**src/rtl/range_dispatcher_if.sv**
```systemverilog
// range_dispatcher_if
// Bundles the range input stream, the calculator request/result handshake
// and the job result outputs of range_dispatcher.
//   master : dispatcher side (takes ranges, drives calculator requests,
//            publishes the job total)
//   slave  : environment side (range source, calculator, result consumer)
// Range stream: a range moves on the rising clk edge where rng_valid and
// rng_ready are both high; the source holds rng_start/rng_end/rng_last
// stable until that edge. Calculator: calc_start is a level request held
// until calc_done is seen, and calc_done stays high until calc_start drops.
interface range_dispatcher_if;
   logic        rng_valid;
   logic        rng_ready;
   logic [39:0] rng_start;
   logic [39:0] rng_end;
   logic        rng_last;
   logic        calc_start;
   logic [39:0] calc_range_start;
   logic [39:0] calc_range_end;
   logic [3:0]  calc_k;
   logic [63:0] calc_sum;
   logic        calc_done;
   logic [63:0] total;
   logic        total_valid;
   logic        overflow;
   logic        busy;
   logic [2:0]  dbg_state;

   modport master (
      input  rng_valid, rng_start, rng_end, rng_last, calc_sum, calc_done,
      output rng_ready, calc_start, calc_range_start, calc_range_end, calc_k,
             total, total_valid, overflow, busy, dbg_state
   );

   modport slave (
      output rng_valid, rng_start, rng_end, rng_last, calc_sum, calc_done,
      input  rng_ready, calc_start, calc_range_start, calc_range_end, calc_k,
             total, total_valid, overflow, busy, dbg_state
   );
endinterface

```
**src/rtl/range_dispatcher.sv**
```systemverilog
// range_dispatcher
// Accepts ID ranges, issues one calculator request per half-length k
// (1..K_MAX) whose repeated-half numbers can overlap the range, sums the
// returned partial sums into a 64-bit accumulator and publishes the total
// when the range flagged last has been processed.
// Ports:
//   clk  : clock
//   rst  : asynchronous active-high reset
//   bus  : range_dispatcher_if.master (range stream, calculator handshake,
//          total/total_valid/overflow/busy, dbg_state = FSM state encoding)
module range_dispatcher #(
   parameter int unsigned K_MAX = 6
) (
   input logic             clk,
   input logic             rst,
   range_dispatcher_if.master bus
);

   typedef enum logic [2:0] {
      S_IDLE      = 3'd0,
      S_CHECK     = 3'd1,
      S_ISSUE     = 3'd2,
      S_WAIT      = 3'd3,
      S_RELEASE   = 3'd4,
      S_RANGE_END = 3'd5
   } state_t;

   // Smallest repeated-half number with half-length k: 10^(k-1)*(10^k+1).
   // Bit 40 marks k values whose numbers cannot fit a 40-bit ID, so every
   // range end compares below them and the scan stops.
   function automatic logic [40:0] lo_of(input logic [3:0] k);
      case (k)
         4'd1:    lo_of = 41'd11;
         4'd2:    lo_of = 41'd1010;
         4'd3:    lo_of = 41'd100100;
         4'd4:    lo_of = 41'd10001000;
         4'd5:    lo_of = 41'd1000010000;
         4'd6:    lo_of = 41'd100000100000;
         default: lo_of = {1'b1, 40'd0};
      endcase
   endfunction

   // Largest ID with 2k digits: 10^(2k)-1.
   function automatic logic [40:0] hi_of(input logic [3:0] k);
      case (k)
         4'd1:    hi_of = 41'd99;
         4'd2:    hi_of = 41'd9999;
         4'd3:    hi_of = 41'd999999;
         4'd4:    hi_of = 41'd99999999;
         4'd5:    hi_of = 41'd9999999999;
         4'd6:    hi_of = 41'd999999999999;
         default: hi_of = {1'b1, 40'd0};
      endcase
   endfunction

   state_t      state_q, state_d;
   logic [39:0] start_q, start_d;
   logic [39:0] end_q, end_d;
   logic        last_q, last_d;
   logic [3:0]  k_q, k_d;
   logic        calc_start_q, calc_start_d;
   logic [63:0] acc_q, acc_d;
   logic [63:0] total_q, total_d;
   logic        total_valid_q, total_valid_d;
   logic        overflow_q, overflow_d;
   logic        below_lo_q, below_lo_d;
   logic        above_hi_q, above_hi_d;
   logic [64:0] sum_ext;

   always_comb begin
      state_d       = state_q;
      start_d       = start_q;
      end_d         = end_q;
      last_d        = last_q;
      k_d           = k_q;
      calc_start_d  = calc_start_q;
      acc_d         = acc_q;
      total_d       = total_q;
      total_valid_d = 1'b0;
      overflow_d    = overflow_q;
      sum_ext       = {1'b0, acc_q} + {1'b0, bus.calc_sum};

      case (state_q)
         S_IDLE: begin
            if (bus.rng_valid) begin
               start_d    = bus.rng_start;
               end_d      = bus.rng_end;
               last_d     = bus.rng_last;
               k_d        = 4'd1;
               overflow_d = 1'b0;
               state_d    = (bus.rng_start > bus.rng_end) ? S_RANGE_END : S_CHECK;
            end
         end
         S_CHECK: begin
            if (below_lo_q) begin
               state_d = S_RANGE_END;
            end else if (above_hi_q) begin
               if (k_q == 4'(K_MAX)) state_d = S_RANGE_END;
               else                  k_d     = k_q + 4'd1;
            end else begin
               calc_start_d = 1'b1;
               state_d      = S_ISSUE;
            end
         end
         S_ISSUE: state_d = S_WAIT;
         S_WAIT: begin
            if (bus.calc_done) begin
               acc_d        = sum_ext[63:0];
               if (sum_ext[64]) overflow_d = 1'b1;
               calc_start_d = 1'b0;
               state_d      = S_RELEASE;
            end
         end
         S_RELEASE: begin
            // A done left over from the previous request must be seen low
            // before the next request, or it would be taken as its result.
            if (!bus.calc_done) begin
               if (k_q == 4'(K_MAX)) begin
                  state_d = S_RANGE_END;
               end else begin
                  k_d     = k_q + 4'd1;
                  state_d = S_CHECK;
               end
            end
         end
         S_RANGE_END: begin
            if (last_q) begin
               total_d       = acc_q;
               total_valid_d = 1'b1;
               acc_d         = '0;
            end
            state_d = S_IDLE;
         end
         default: state_d = S_IDLE;
      endcase

      // Compares are evaluated against the k and bounds S_CHECK will see
      // next cycle, so each S_CHECK cycle decides from registered results.
      below_lo_d = ({1'b0, end_d} < lo_of(k_d));
      above_hi_d = ({1'b0, start_d} > hi_of(k_d));
   end

   always_ff @(posedge clk or posedge rst) begin
      if (rst) begin
         state_q       <= S_IDLE;
         start_q       <= '0;
         end_q         <= '0;
         last_q        <= 1'b0;
         k_q           <= '0;
         calc_start_q  <= 1'b0;
         acc_q         <= '0;
         total_q       <= '0;
         total_valid_q <= 1'b0;
         overflow_q    <= 1'b0;
         below_lo_q    <= 1'b0;
         above_hi_q    <= 1'b0;
      end else begin
         state_q       <= state_d;
         start_q       <= start_d;
         end_q         <= end_d;
         last_q        <= last_d;
         k_q           <= k_d;
         calc_start_q  <= calc_start_d;
         acc_q         <= acc_d;
         total_q       <= total_d;
         total_valid_q <= total_valid_d;
         overflow_q    <= overflow_d;
         below_lo_q    <= below_lo_d;
         above_hi_q    <= above_hi_d;
      end
   end

   assign bus.rng_ready        = (state_q == S_IDLE) && !rst;
   assign bus.calc_start       = calc_start_q;
   assign bus.calc_range_start = start_q;
   assign bus.calc_range_end   = end_q;
   assign bus.calc_k           = k_q;
   assign bus.total            = total_q;
   assign bus.total_valid      = total_valid_q;
   assign bus.overflow         = overflow_q;
   assign bus.busy             = (state_q != S_IDLE);
   assign bus.dbg_state        = state_q;

endmodule

```
**src/flat_wrapper.sv**
```systemverilog
// flat-port wrapper written by rule: the top's interface ports become plain ports
module range_dispatcher_flat 
#(
   parameter int unsigned K_MAX = 6
)
  (clk, rst, bus_rng_valid, bus_rng_start, bus_rng_end, bus_rng_last, bus_calc_sum, bus_calc_done, bus_rng_ready, bus_calc_start, bus_calc_range_start, bus_calc_range_end, bus_calc_k, bus_total, bus_total_valid, bus_overflow, bus_busy, bus_dbg_state);
  range_dispatcher_if bus_i ();
  input logic clk;
  input logic rst;
  input wire logic [$bits(bus_i.rng_valid)-1:0] bus_rng_valid;
  input wire logic [$bits(bus_i.rng_start)-1:0] bus_rng_start;
  input wire logic [$bits(bus_i.rng_end)-1:0] bus_rng_end;
  input wire logic [$bits(bus_i.rng_last)-1:0] bus_rng_last;
  input wire logic [$bits(bus_i.calc_sum)-1:0] bus_calc_sum;
  input wire logic [$bits(bus_i.calc_done)-1:0] bus_calc_done;
  output wire logic [$bits(bus_i.rng_ready)-1:0] bus_rng_ready;
  output wire logic [$bits(bus_i.calc_start)-1:0] bus_calc_start;
  output wire logic [$bits(bus_i.calc_range_start)-1:0] bus_calc_range_start;
  output wire logic [$bits(bus_i.calc_range_end)-1:0] bus_calc_range_end;
  output wire logic [$bits(bus_i.calc_k)-1:0] bus_calc_k;
  output wire logic [$bits(bus_i.total)-1:0] bus_total;
  output wire logic [$bits(bus_i.total_valid)-1:0] bus_total_valid;
  output wire logic [$bits(bus_i.overflow)-1:0] bus_overflow;
  output wire logic [$bits(bus_i.busy)-1:0] bus_busy;
  output wire logic [$bits(bus_i.dbg_state)-1:0] bus_dbg_state;
  assign bus_i.rng_valid = bus_rng_valid;
  assign bus_i.rng_start = bus_rng_start;
  assign bus_i.rng_end = bus_rng_end;
  assign bus_i.rng_last = bus_rng_last;
  assign bus_i.calc_sum = bus_calc_sum;
  assign bus_i.calc_done = bus_calc_done;
  assign bus_rng_ready = bus_i.rng_ready;
  assign bus_calc_start = bus_i.calc_start;
  assign bus_calc_range_start = bus_i.calc_range_start;
  assign bus_calc_range_end = bus_i.calc_range_end;
  assign bus_calc_k = bus_i.calc_k;
  assign bus_total = bus_i.total;
  assign bus_total_valid = bus_i.total_valid;
  assign bus_overflow = bus_i.overflow;
  assign bus_busy = bus_i.busy;
  assign bus_dbg_state = bus_i.dbg_state;
  range_dispatcher #(.K_MAX(K_MAX)) u_core (.clk(clk), .rst(rst), .bus(bus_i));
endmodule
```
**config.mk**
```make
export PLATFORM = sky130hd
export DESIGN_NAME = range_dispatcher_flat
export DESIGN_NICKNAME = d
export VERILOG_FILES = /design/src/rtl/range_dispatcher_if.sv /design/src/rtl/range_dispatcher.sv /design/src/flat_wrapper.sv
export SDC_FILE = /design/constraint.sdc
export NUM_CORES = 1
export LEC_CHECK = 0
export CAP_MARGIN = 20
export CORE_UTILIZATION = 30
export DETAILED_ROUTE_END_ITERATION = 10
export PLACE_DENSITY = 0.63
export SLEW_MARGIN = 20
export SYNTH_ARGS = -nofsm -noshare
export SYNTH_HDL_FRONTEND = slang
export SYNTH_SLANG_ARGS = --single-unit
```
**constraint.sdc**
```tcl
create_clock -name clk -period 9.45 [get_ports clk]
set_clock_uncertainty 0.05 [all_clocks]
set_input_delay 2.835 -clock clk [delete_from_list [all_inputs] [get_ports clk]]
set_output_delay 2.835 -clock clk [all_outputs]
set_load 0.05 [all_outputs]
```
==> summary.md, run 1 <==
| Metric | Value |
|---|---|
| Worst-path clk slew | ~0.060 ns |
| Core area | 48700 sq um |
| Top FF cell, synth | dfrtp_1 |
| Worst-Margin Slew | ~0.94 ns |
| CTS tree | yes |
| PortBufs | a little over 300 |
| Max Fclk | around 140 MHz |
| Clk_lat worst skew | between 0.5 and 0.6 ns |
| WS Path Type | in -> out |
| Final hold vios | 0 |
| Final worst slack | roughly 2.3 ns |
| Finished Layout Cells | roughly 2700 |
| Nets | approximately 2400 |
| Vias | roughly 14000 |
| Worst IR Drop VDD | 0.257 mV |
| Num CTS Buffers | 28 |
| Crit-path cells | clkdlybuf4s50_1, nor2_1, clkdlybuf4s50_1 |
| Post-route setup TNS | 0 ns |
| Final number of setup-violating endpoints | 0 |
| Die Span Y | between 200 and 250 um |
| Die width | between 200 and 250 um |
| Htree depth | 1 |
| Initial antenna violation count | 1 |
| Post-synth EDFFs | 0 |
| Required time of the critical path | 6.57 ns |
| Ys async rst share | 100% |
| Clk buf depth | 3 |
| RSZ-0062 raised after global routing | false |
| Reg power frac | between 20% and 30% |
| Top cells by count, synth | 416 x nand2_1, 221 x dfrtp_1, 171 x ha_1 |
| Post-DP Area | ~18000 sq um |
| CP max FO | 2 |
| Cell repeated most along the worst path | clkdlybuf4s50_1 |
| # resized after CTS | 0 |
| First-pass GRT wire length | 76.0 mm |
| Peak per-stage delay on the critical path | between 0.8 and 0.9 ns |
| Post-CTS setup buffer count | 0 |
| Vias/cell | between 5 and 6 |
| Comb power frac | ~62% |
| DP Wirelength | between 30 and 40 mm |
| Clock root buffer master | clkbuf_16 |
| Initial drt markers | 842 |
| Number of routed nets with antenna violations | 0 |
| Most numerous cell in the Yosys netlist | nand2_1 |
| Worst setup EP type | output port |
| Fin crit share | between 70 and 80% |
| Synth top area cells | dfrtp_1 37%, ha_1 14%, nand2_1 11%, o21ai_0 5.2%, a21oi_1 4.0% |
| Outcome | complete, no violations |
| Synth top area share | around 37% |
| Remaining DRCs | 0 |
| Hold slack final | around 0.42 ns |
| Sink Count | between 200 and 250 |
| Total chip power | between 7 and 8 mW |
| Final Util | approximately two fifths |
| Cells after DPL | 2677 |
| Router iterations before antenna repair | 5 |
| MaxCap Viol Count | 0 |
| DIE AREA | around 50000 sq um |
| Synth Instances | between 1500 and 2000 |
| Sw Share | between 50% and 60% |
| Layout cells sized above 1 | slightly above 4% |
| Pins Over Slew Limit | 0 |
| Worst path arrival time | between 4 and 5 ns |
| Pre-CTS setup slack | 1.91 ns |
| Slowest cell on the critical path | clkdlybuf4s50_1 |
| I/O Pins | between 300 and 400 |
| WL/cell | roughly 18 um |
| Pwr dens | between 300 and 400 nW/um^2 |
| Clock power share | between 10% and 20% |
| CP Launch Type | input port |
| Leakage | roughly 9.1 nW |
| P&R area growth vs syn | 31.4% |
| Synth Register Bits | between 200 and 250 |
| R2R Setup Slk | 4.71 ns |
| Syn_nets | about 2100 |
| Post-synth cell types | about 70 |
| Total track usage | a little under a fifth |
| Vias in the first global route | 13799 |
| HP Class | reg -> reg |
| YS warnings | 0 |
| Finished Cell Area | 19400 sq um |
| Minimum clock period | around 7.2 ns |
| Area leader, netlist | dfrtp_1 |
| Slew HR | between 30 and 40% |
| Syn avg cell area | ~8.3 sq um |
| Largest net degree at the start of global routing | between 100 and 150 |
| Register area share after synthesis | between 30% and 40% |
| Pint | 3.73 mW |
| WL final | slightly below 50 mm |
| Starting Density | 30.4% |
| Core Rows | ~80 |
| Cts hold-fix bufs | 0 |
| Overflow after GRT | 0 |
| P_sw | between 3 and 4 mW |
| Final RePlAce weighted congestion | 0.920 |
| Synthesized area | around 15000 sq um |
## final cells by class
cell class	instances	area [sq um]
antenna	1	2.50
fill	4883	29300
clock inverter	17	179
clock buffer	35	778
multi-input combinational	1399	8700
sequential	221	5530
tap	664	831
inverter	81	312
timing repair buffer	312	3120
## metal layers
metal / wire, um / GRT usage, %
met3: 3540 / 4.54
met2: 22600 / 31.9
met5: 0 / 0
met1: 20900 / 24.1
met4: 1260 / 5.88
## cell families (layout without fill, tap and decap cells)
logic type | after synthesis | after routing | share of synthesized area (%)
DFF | 221 | 221 | 37.4
and+or+nand+nor | 711 | 711 | 21.1
adders and majority gates | 172 | 172 | 14.6
buffers and inverters | 157 | 445 | 4.03
AOI/OAI and AO/OA | 448 | 448 | 18.7
muxes | 11 | 11 | 0.770
xor gates and xnor gates | 57 | 57 | 3.37
other | 0 | 1 | 0
## state kept, by name (all words and copies together) (netlist names)
signal,cells
u_core.last_q,1
u_core.bus.total,64
u_core.below_lo_q,1
u_core.bus.dbg_state,3
u_core.bus.total_valid,1
u_core.above_hi_q,1
u_core.bus.calc_range_start,40
u_core.bus.calc_k,4
u_core.bus.calc_start,1
u_core.acc_q,64
u_core.bus.calc_range_end,40
u_core.bus.overflow,1
## path summary, 6_finish.rpt
| path | from | endpoint | cells past startpoint |
|---|---|---|---|
| max in group asynchronous | rst | u_core.bus.total[18] | 3 |
| max | rst | bus_rng_ready | 3 |
| min | u_core.bus.total[17] | u_core.bus.total[17] | 2 |
| min in group asynchronous | rst | u_core.bus.calc_range_start[12] | 2 |
| min reg2reg | u_core.bus.total[17] | u_core.bus.total[17] | 2 |
| max reg2reg | u_core.bus.dbg_state[2] | u_core.above_hi_q | 20 |
## critical path, delay by kind of cell
kind	cells	cell delay (ns)
buf+inv	2	1.32
simple gates	1	0.14
## cells in the final DEF, fill, tap and decap left out, types with 34 or more instances in the layout
| cell type | netlist | routed |
|---|---|---|
| ha_1 | 171 | 171 |
| nand4_1 | 45 | 45 |
| a21o_1 | 59 | 59 |
| dfrtp_1 | 221 | 221 |
| xnor2_1 | 34 | 34 |
| inv_1 | 80 | 79 |
| clkdlybuf4s50_1 | 0 | 304 |
| nand2_1 | 416 | 415 |
| a21oi_1 | 118 | 118 |
| nand3_1 | 81 | 80 |
| nor2_1 | 81 | 81 |
| o21ai_0 | 155 | 155 |
## power by group through the flow
stage	Clock (mW)	Sequential (mW)	Combinational [mW]
finish	1.11	1.73	4.69
global route	1.18	1.79	5.14
CTS	1.14	1.73	4.70
detailed placement	0	1.73	4.67
global placement	0	1.74	4.63
floorplan	0	2.69	2.27
Power figures use the tool's default switching activity.
==> run 2: changes to the inputs <==
Settings changed: PLACE_DENSITY 0.63 to 0.64.
Clock period 9.45 ns to 6.15 ns, I/O delays scaled along.
==> run 2 against run 1 <==
Effect of this change: register-to-register slack lost 2.9 ns; clock power is 56% higher; global-route usage is 0.64 points higher; power grew 57%; first-iteration DRC count is 4.6% higher; critical path type is now in -> reg; largest cell class unchanged; via count up 1.3%; largest power group unchanged; combinational power is 58% higher; worst setup slack got worse by 1.6 ns.
==> summary.md, run 2 (synthesis results as in run 1) <==
| Metric | Value |
|---|---|
| WL final | 49.9 mm (was 48.3 mm) |
| P&R area growth vs syn | 32.8% (was 31.4%) |
| Commonest non-fill, non-tap cell in the layout | nand2_1 (unchanged) |
| Fillers | 4905 (was 4883) |
| Buf+Inv Stages, Crit Path | 1 (was 2) |
| Max Fclk | approximately 180 MHz |
| Die width | 224 um (unchanged) |
| Outcome | complete, no violations (unchanged) |
| Slowest cell on the critical path | a2111oi_0 (was clkdlybuf4s50_1) |
| Clk_lat worst skew | 0.57 ns (was 0.56 ns) |
| Total track usage | 19.7% (was 19.0%) |
| Vias/cell | 5.08 (was 5.05) |
| Vias in the first global route | 14118 (was 13799) |
| CP max FO | 4 (was 2) |
| Overflow after GRT | 0 (unchanged) |
| Hold slack final | 0.426 ns (was 0.420 ns) |
| Crit-path cells | clkdlybuf4s50_1, nor3b_1, o21ai_0, a2111oi_0, a21oi_1, or2_2, nor2_1, a21oi_1, ha_1, a21oi_1, nor2b_1, o21ai_0, nand2b_1, a21oi_1, o2111ai_1, a221o_1, o21ai_0, a21oi_1, o31ai_1 (was clkdlybuf4s50_1, nor2_1, clkdlybuf4s50_1) |
| Minimum clock period | roughly 5.4 ns |
| Final hold vios | 0 (unchanged) |
| Cts hold-fix bufs | 0 (unchanged) |
| Clock root buffer master | clkbuf_16 (unchanged) |
| Finished Layout Cells | 2750 (was 2730) |
| RSZ-0062 raised after global routing | false (unchanged) |
| Pins Over Slew Limit | 0 (unchanged) |
| Starting Density | 30.4% (unchanged) |
| Sink Count | 221 (unchanged) |
| Peak per-stage delay on the critical path | 0.55 ns (was 0.81 ns) |
| Nets | 2388 (was 2364) |
| Required time of the critical path | 6.57 ns (about the same) |
| Die Span Y | 224 um (unchanged) |
| Final Util | 40.3% (was 39.9%) |
| Pwr dens | 601 nW/um^2 (was 387 nW/um^2) |
| Final RePlAce weighted congestion | 0.957 (was 0.920) |
| CTS tree | yes (unchanged) |
| WS Path Type | in -> reg (was in -> out) |
| HP Class | reg -> reg (unchanged) |
| MaxCap Viol Count | 0 (unchanged) |
| Worst setup EP type | flop (was output port) |
| CP delay by family, top | compound AO/OA/AOI/OAI gates (was buffers and inverters) |
| Initial drt markers | 881 (was 842) |
| Pre-CTS setup slack | 0.172 ns (was 1.91 ns) |
| Leakage | 9.22 nW (was 9.10 nW) |
| Final number of setup-violating endpoints | 0 (unchanged) |
| Cells after DPL | 2701 (was 2677) |
| Storage cell area | 5530 sq um (unchanged) |
| Multi-input combinational cell area | 8700 sq um (unchanged) |
| DIE AREA | 50200 sq um (unchanged) |
| Worst-Margin Slew | 0.891 ns (was 0.945 ns) |
| Cell repeated most along the worst path | a21oi_1 (was clkdlybuf4s50_1) |
| Post-CTS setup buffer count | 0 (unchanged) |
| DP Wirelength | 38.4 mm (was 36.9 mm) |
| # resized after CTS | 0 (unchanged) |
| Initial antenna violation count | 4 (was 1) |
| Post-DP Area | 18700 sq um (was 18500 sq um) |
| Finished Cell Area | 19600 sq um (was 19400 sq um) |
| Largest net degree at the start of global routing | 107 (was 131) |
| Remaining DRCs | 0 (unchanged) |
| Antenna cells | 0 (was 1) |
| Core area | 48700 sq um (unchanged) |
| WL/cell | 18.2 um (was 17.7 um) |
| Total chip power | 11.8 mW (was 7.53 mW) |
| Router iterations before antenna repair | 5 (unchanged) |
| Core Rows | 81 (unchanged) |
| Post-route setup TNS | 0 ns (unchanged) |
| Vias | 13970 (was 13789) |
| Clk buf depth | 3 (unchanged) |
| R2R Setup Slk | 1.77 ns (was 4.71 ns) |
| Slew HR | 40.6% (was 36.2%) |
| Fin crit share | approximately nine tenths |
| Final worst slack | 0.717 ns (was 2.27 ns) |
| Worst IR Drop VDD | 0.383 mV (was 0.257 mV) |
| Htree depth | 1 (unchanged) |
| PortBufs | 304 (unchanged) |
| Worst-path clk slew | 0.06 ns (about the same) |
| Number of routed nets with antenna violations | 0 (unchanged) |
| I/O Pins | 305 (unchanged) |
| Num CTS Buffers | 28 (unchanged) |
| CP Launch Type | input port (unchanged) |
| First-pass GRT wire length | 78.0 mm (was 76.0 mm) |
| Commonest non-fill, non-tap cells in the layout | 415 x nand2_1, 304 x clkdlybuf4s50_1, 221 x dfrtp_1, 171 x ha_1, 155 x o21ai_0 (unchanged) |
| Layout cells sized above 1 | 5.03% (was 4.07%) |
| Worst path arrival time | 5.85 ns (was 4.30 ns) |
## run 2: metal layers
metal / GRT usage (%) / share of wire, % / vias to the layer above
met5: 0 / 0.11 / -
met2: 32.4 / 46 / 468
met4: 7.42 / 3.7 / 8
met1: 24.6 / 43 / 6563
li1: - / - / 6833
met3: 5.05 / 7.7 / 98
## run 2: report_power, final
part           switching (mW)  total [mW]  leakage (nW)  internal, mW
Sequential              0.534        2.67          2.84          2.14
Combinational            4.74        7.41          5.90          2.67
Clock                   0.672        1.73         0.478          1.06
Total                    5.95        11.8          9.22          5.86
## run 2: worst register-to-register path, delay by kind of cell, from the launching register on
family	cells	cell delay, ns
DFF	1	0.66
and+or+nand+nor	5	1.02
AOI/OAI and AO/OA	12	2.29
adders and majority gates	1	0.30
## run 2: final cells by class
| cell class | instances | share of cell area [%] |
|---|---|---|
| multi-input cells | 1399 | 44.3 |
| flip-flops and latches | 221 | 28.2 |
| repair buffers | 336 | 16.8 |
| clock buffers | 42 | 4.45 |
| well taps | 664 | 4.23 |
| inverters | 81 | 1.57 |
| clock inverters | 7 | 0.484 |
## run 2: worst paths after layout
check | start | endpoint | cells past startpoint
max | bus_calc_done | u_core.below_lo_q | 19
min | u_core.bus.total[25] | u_core.bus.total[25] | 2
max reg2reg | u_core.bus.dbg_state[2] | u_core.below_lo_q | 18
min reg2reg | u_core.bus.total[25] | u_core.bus.total[25] | 2
max in group asynchronous | rst | u_core.acc_q[60] | 3
min in group asynchronous | rst | u_core.bus.calc_range_end[5] | 2
